==> src/rtl/attention_pkg.sv <==
// attention_pkg: FP32 constants and the normalization FSM state encoding
package attention_pkg;
  localparam logic [31:0] FP32_PZERO = 32'h0000_0000;
  localparam logic [31:0] FP32_ONE = 32'h3F80_0000;
  localparam logic [31:0] FP32_QNAN = 32'h7FC0_0000;
  typedef enum logic [2:0] {
    S_IDLE,
    S_RD_SUM,
    S_WAIT_SUM,
    S_RD_E,
    S_WAIT_E,
    S_DIV,
    S_WAIT_DIV,
    S_DONE
  } norm_state_e;
endpackage

==> src/rtl/fp_div_driver_ba.sv <==
// fp_div_driver_ba: iterative FP32 divider z=a/b (RNE, subnormals flushed); start->busy->one-cycle done with z_bits
module fp_div_driver_ba
  import attention_pkg::*;
(
  input  logic        clk,
  input  logic        rst,
  input  logic        start,
  input  logic [31:0] a_bits,
  input  logic [31:0] b_bits,
  output logic        busy,
  output logic        done,
  output logic [31:0] z_bits
);
  logic [31:0] a_r, b_r;
  logic [24:0] rem, diff, mr;
  logic [23:0] mb, m;
  logic [25:0] q;
  logic [4:0] cnt;
  logic run, ge, s, q_hi, g, st, nan, inf, zer;
  logic signed [9:0] e, ef;
  logic [22:0] frac;
  logic [31:0] res;
  assign busy = run;
  assign ge = rem >= {1'b0, mb};
  assign diff = ge ? rem - {1'b0, mb} : rem;
  assign s = a_r[31] ^ b_r[31];
  assign nan = (&a_r[30:23] & |a_r[22:0]) | (&b_r[30:23] & |b_r[22:0])
             | (&a_r[30:23] & &b_r[30:23]) | (~|a_r[30:23] & ~|b_r[30:23]);
  assign inf = &a_r[30:23] | ~|b_r[30:23];
  assign zer = ~|a_r[30:23] | &b_r[30:23];
  assign q_hi = q[25];
  assign m = q_hi ? q[25:2] : q[24:1];
  assign g = q_hi ? q[1] : q[0];
  assign st = (q_hi & q[0]) | |rem;
  assign e = $signed({2'b0, a_r[30:23]}) - $signed({2'b0, b_r[30:23]}) + 10'sd126 + $signed({9'd0, q_hi});
  assign mr = {1'b0, m} + {24'd0, g & (st | m[0])};
  assign ef = e + $signed({9'd0, mr[24]});
  assign frac = mr[24] ? 23'd0 : mr[22:0];
  assign res = nan ? FP32_QNAN : inf ? {s, 8'hFF, 23'd0} : zer ? {s, 31'd0}
             : ef > 10'sd254 ? {s, 8'hFF, 23'd0} : ef < 10'sd1 ? {s, 31'd0} : {s, ef[7:0], frac};
  always_ff @(posedge clk) begin
    if (rst) begin
      run <= 1'b0;
      done <= 1'b0;
      z_bits <= '0;
      cnt <= '0;
      rem <= '0;
      mb <= '0;
      q <= '0;
      a_r <= '0;
      b_r <= '0;
    end else begin
      done <= 1'b0;
      if (!run && start) begin
        run <= 1'b1;
        cnt <= '0;
        a_r <= a_bits;
        b_r <= b_bits;
        rem <= {2'b01, a_bits[22:0]};
        mb <= {1'b1, b_bits[22:0]};
        q <= '0;
      end else if (run) begin
        if (cnt == 5'd26) begin
          run <= 1'b0;
          done <= 1'b1;
          z_bits <= res;
        end else begin
          rem <= {diff[23:0], 1'b0};
          q <= {q[24:0], ge};
          cnt <= cnt + 5'd1;
        end
      end
    end
  end
endmodule

==> src/rtl/attention_softmax_norm.sv <==
// attention_softmax_norm: P[r][k]=E[r][k]/Sum[r] via upstream read ports and a shared divider; P readable any time with 1-cycle latency
module attention_softmax_norm
  import attention_pkg::*;
#(
  parameter int T = 8,
  parameter int DATA_W = 32,
  localparam int T_W = (T <= 1) ? 1 : $clog2(T)
) (
  input  logic              clk,
  input  logic              rst,
  input  logic              start,
  output logic              busy,
  output logic              done,
  output logic              sum_re,
  output logic [T_W-1:0]    sum_row,
  input  logic [DATA_W-1:0] sum_rdata,
  input  logic              sum_rvalid,
  output logic              e_re,
  output logic [T_W-1:0]    e_tq,
  output logic [T_W-1:0]    e_tk,
  input  logic [DATA_W-1:0] e_rdata,
  input  logic              e_rvalid,
  input  logic              p_re,
  input  logic [T_W-1:0]    p_tq,
  input  logic [T_W-1:0]    p_tk,
  output logic [DATA_W-1:0] p_rdata,
  output logic              p_rvalid,
  output logic [T-1:0]      zero_row
);
  norm_state_e state;
  logic [T_W-1:0] r, k;
  logic [DATA_W-1:0] sum_hold, e_hold;
  logic [DATA_W-1:0] p_mem [T][T];
  logic div_busy, div_done, sum_zero, last_k, last_r, adv;
  logic [31:0] div_z;
  assign sum_zero = sum_hold[30:0] == '0;
  assign last_k = k == T_W'(T - 1);
  assign last_r = r == T_W'(T - 1);
  assign adv = (state == S_RD_E && sum_zero) || (state == S_WAIT_DIV && div_done);
  assign busy = !(state == S_IDLE || state == S_DONE);
  assign done = state == S_DONE;
  assign sum_re = state == S_RD_SUM;
  assign e_re = state == S_RD_E && !sum_zero;
  assign sum_row = r;
  assign e_tq = r;
  assign e_tk = k;
  fp_div_driver_ba u_div (
    .clk(clk),
    .rst(rst),
    .start(state == S_DIV && !div_busy),
    .a_bits(e_hold),
    .b_bits(sum_hold),
    .busy(div_busy),
    .done(div_done),
    .z_bits(div_z)
  );
  always_ff @(posedge clk) begin
    if (rst) begin
      state <= S_IDLE;
      r <= '0;
      k <= '0;
      sum_hold <= '0;
      e_hold <= '0;
      zero_row <= '0;
      p_rvalid <= 1'b0;
      p_rdata <= '0;
      for (int i = 0; i < T; i++)
        for (int j = 0; j < T; j++)
          p_mem[i][j] <= FP32_PZERO;
    end else begin
      p_rvalid <= p_re;
      if (p_re) p_rdata <= p_mem[p_tq][p_tk];
      case (state)
        S_IDLE: if (start) begin
          state <= S_RD_SUM;
          r <= '0;
          k <= '0;
          zero_row <= '0;
        end
        S_RD_SUM: state <= S_WAIT_SUM;
        S_WAIT_SUM: if (sum_rvalid) begin
          sum_hold <= sum_rdata;
          state <= S_RD_E;
          if (sum_rdata[30:0] == '0) zero_row[r] <= 1'b1;
        end
        S_RD_E: if (!sum_zero) state <= S_WAIT_E;
        S_WAIT_E: if (e_rvalid) begin
          e_hold <= e_rdata;
          state <= S_DIV;
        end
        S_DIV: state <= S_WAIT_DIV;
        S_WAIT_DIV: ;
        S_DONE: if (!start) state <= S_IDLE;
        default: state <= S_IDLE;
      endcase
      if (adv) begin
        p_mem[r][k] <= sum_zero ? FP32_PZERO : div_z;
        state <= last_k ? (last_r ? S_DONE : S_RD_SUM) : S_RD_E;
        k <= last_k ? '0 : k + T_W'(1);
        r <= (last_k && !last_r) ? r + T_W'(1) : r;
      end
    end
  end
endmodule

==> config.mk <==
export PLATFORM = sky130hd
export DESIGN_NAME = attention_softmax_norm
export DESIGN_NICKNAME = d
export VERILOG_FILES = /design/src/rtl/attention_pkg.sv /design/src/rtl/fp_div_driver_ba.sv /design/src/rtl/attention_softmax_norm.sv
export SDC_FILE = /design/constraint.sdc
export NUM_CORES = 2
export LEC_CHECK = 0
export ABC_AREA = 1
export CORE_ASPECT_RATIO = 1.1
export CORE_MARGIN = 4
export CORE_UTILIZATION = 50
export CTS_BUF_LIST = sky130_fd_sc_hd__clkbuf_8 sky130_fd_sc_hd__clkbuf_16
export DETAILED_ROUTE_END_ITERATION = 8
export DONT_BUFFER_PORTS = 1
export PLACE_DENSITY_LB_ADDON = 0.1
export SYNTH_ARGS = -nofsm -noshare
export SYNTH_HDL_FRONTEND = slang
export SYNTH_SLANG_ARGS = --single-unit
==> constraint.sdc <==
create_clock -name clk -period 5.9 [get_ports clk]
set_clock_uncertainty 0.05 [all_clocks]
set_input_delay 0 -clock clk [delete_from_list [all_inputs] [get_ports clk]]
set_output_delay 0 -clock clk [all_outputs]
set_load 0.005 [all_outputs]
==> results.md <==
* Status: finished, violations left
* Violated checks: max-slew violations
* Finished Layout Cells at 13230
* Synthesized area at 108000 um2
* Req. time, crit path at 6.70 ns
* Die footprint at 224000 um2
* Clock Power Share at 36.6%
* Async S/R FF share, synth at 0%
* Crit. Startpoint: p_tq[1]
* Placed insts at 12615
* Worst setup EP type: flop
* Final wirelength at 367000 um
* Hold Crit Class: in -> reg
* Top cell type's share of synthesized area at 56.8%
* Sequential Power Share at 46.4%
* Final worst setup slack at 0.316 ns
* Final setup fails at 0
* CP max stage cell: inv_8
* Max rail drop VDD at 0.000402 V
* Die W at 452 um
* Avg Inst Size Synth at 10.3 um2
* Clock Sinks at 2317
* Psw at 11800 uW
* Initial core utilization at 50.5%
* CTS root buf: clkbuf_16
* Synth top area cells: edfxtp_1 (57%), nor2_2 (8.3%), nor2_1 (7.3%), o21ai_0 (7.0%), dfxtp_1 (5.0%)
* H-tree levels at 4
* CTS tree: yes
* Yosys cell types at 49
* Hold path start: start
* Setup Buffers After CTS at 0
* Warnings from Yosys at 0
* Register area share after synthesis at 61.7%
* Mapped Nets at 10593
* Starting DRT DRC Count at 11340
* First-pass GRT wire length at 527000 um
* Yosys reg bits at 2317
* Worst Path Max Fanout at 202
* Vias in the first global route at 75643
* Fin util at 55.1%
* Slew @ Worst Pin at 1.57 ns
* Vias/cell at 6.07
* Synth-to-layout area growth at 9.24%
* Fmax at 179 MHz
* Min Clock Period, post-route at 5.58 ns
* DR pass1 iterations at 6
* Area leader, netlist: edfxtp_1
* Hold buffers post-CTS at 165
* Critical path arrival at 6.39 ns
* Max clock buf depth at 3
* Die Ht at 496 um
* GRT overflow at 0
* Sw Share at 29.1%
* RSZ-0062 raised after global routing: false
* I/O pin cnt at 130
* Gate power share at 17.0%
* Worst-path clk slew at 0.06 ns
* Mapped Cells at 10474
* Pwr dens at 342 nW/um2
* Synth Flop Type: edfxtp_1
* Post-route DRC violation count at 0
* Post-synth EDFFs at 2048
* Worst-Skew Late Latency at 0.91 ns
* All-Layer GR Usage at 31.9%
* Most common cell on crit path: o21ai_0
* HPWL Detailed at 215000 um
* FILL cells at 18746
* Slew HR at -4.60%
* GPL Wtd Cong at 0.934
* CTS Buf Count at 234
* Vias at 80278
* Pre-CTS setup slack at 1.01 ns
* Final ANT Viol Nets at 0
* Final Hold Fails at 0
* Total Power at 40500 uW
* Core area at 215000 um2
* Setup TNS at 0 ns
* Crit Path Class: in -> reg
* Largest net degree at the start of global routing at 1026
* Top cells by count, synth: nor2_1 (2099), edfxtp_1 (2048), o21ai_0 (1513)
* Layout cells sized above 1 at 20.4%
* Cell chain of the critical path: buf_16 -> buf_16 -> inv_8 -> buf_12 -> o21ai_0 -> o22ai_1 -> o21ai_0 -> o22ai_1 -> o21ai_0 -> dlygate4sd3_1 -> o21ai_0 -> dlygate4sd3_1 -> o21ai_0 -> dlygate4sd3_1 -> inv_1 -> dlygate4sd3_1
* Row cnt at 178
* Max Slew Vio Count at 109
* # resized after CTS at 0
* Final nets at 10260
* Buffers on Ports at 0
* Count leader, synth: nor2_1
* Wire per inst at 27.7 um
* Worst setup SP type: primary input
* MaxCap Viol Count at 0
* LEAKAGE at 0.0398 uW
* Max stage delay on crit path at 0.74 ns
* Initial antenna violation count at 14
* Internal power at 28800 uW
* Worst r2r src: u_div.q[25]$_SDFFE_PP0P_
* Final Cycle Share at 94.6%
routing by layer:
| metal | routed length (um) | track usage (%) |
|---|---|---|
| met5 | 33 | 0 |
| met4 | 16800 | 12.9 |
| met3 | 38500 | 6.67 |
| met2 | 165000 | 48.9 |
| met1 | 147000 | 44.7 |
state kept, by name (all words and copies together), names as in the netlist:
signal and cells:
p_mem 2048, e_hold 32, p_rdata 32, sum_hold 32, u_div.a_r 32, u_div.z_bits 32, u_div.q 26, u_div.rem 25
u_div.mb 24, u_div.b_r 9, zero_row 8, u_div.cnt 5, e_tk 3, e_tq 3, state 3, p_rvalid 1
u_div.busy 1, u_div.done 1
final timing paths:
kind	to	slack, ns	depth (start not counted)
worst min register to register	e_hold[13]$_SDFFE_PP0P_	0.40	2
worst max-delay path	p_rdata[24]$_SDFFE_PP0P_	0.32	16
worst min-delay path	e_tk[2]$_SDFFE_PP0P_	0.09	4
worst max register to register	u_div.z_bits[5]$_SDFFE_PP0P_	0.96	25
power groups by stage:
| stage | clock [uW] | combinational, uW | sequential (uW) |
|---|---|---|---|
| floorplan | 0 | 5060 | 19100 |
| global route | 15600 | 7420 | 18900 |
| global placement | 0 | 6410 | 19100 |
| CTS | 14900 | 6660 | 18800 |
| detailed placement | 0 | 6420 | 19200 |
| finish | 14800 | 6880 | 18800 |
metrics by stage:
stage | hold slack [ns] | instance area, um2
2_1_floorplan | 0.115 | 108000
3_3_place_gp | 0.104 | 109000
3_5_place_dp | 0.112 | 109000
4_1_cts | 0.00128 | 118000
5_1_grt | 0.0140 | 118000
6_report | 0.0873 | 118000
layout by cell type (no fill, tap or decap), drive strengths merged, types with 4 or more instances in the layout:
| cell | n |
|---|---|
| nor2 | 3546 |
| edfxtp | 2048 |
| o21ai | 1520 |
| nand2 | 691 |
| o22ai | 626 |
| inv | 319 |
| dfxtp | 269 |
| clkbuf | 249 |
| a21oi | 200 |
| buf | 199 |
| dlygate4sd3 | 158 |
| nand3 | 137 |
| clkinv | 99 |
| nand4 | 47 |
| ha | 40 |
| nor3 | 36 |
| xor2 | 28 |
| nor4 | 25 |
| bufinv | 20 |
| a31oi | 15 |
| xnor2 | 15 |
| o211ai | 12 |
| o221ai | 10 |
| clkinvlp | 9 |
| diode | 6 |
| a21o | 4 |
area by class of cell:
class,instances,area [um2],area share [%]
clock inverter,190,1470,1.25
clock buffer,249,6110,5.16
antenna,6,15.0,0.0127
multi-input combinational,6974,35800,30.2
inverter,257,997,0.843
timing repair buffer,357,3510,2.96
tap,2880,3600,3.04
sequential,2317,66900,56.5
critical path: cells and delay by family:
| family | cells | cell delay (ns) |
|---|---|---|
| buf+inv | 9 | 4.26 |
| compound gates | 7 | 1.43 |
logic make-up (layout without fill, tap and decap cells):
family                     Yosys count  in the layout  share of synthesized area, %
adders and majority gates           43             43                         0.517
AOI/OAI and AO/OA                 2400           2400                          11.9
and+or+nand+nor                   4488           4488                          19.9
buffers and inverters             1183           1053                          5.53
xor gates and xnor gates            43             43                         0.348
DFF                               2317           2317                          61.7
other                                0              6                             0
(Power assumes the default switching activity.)
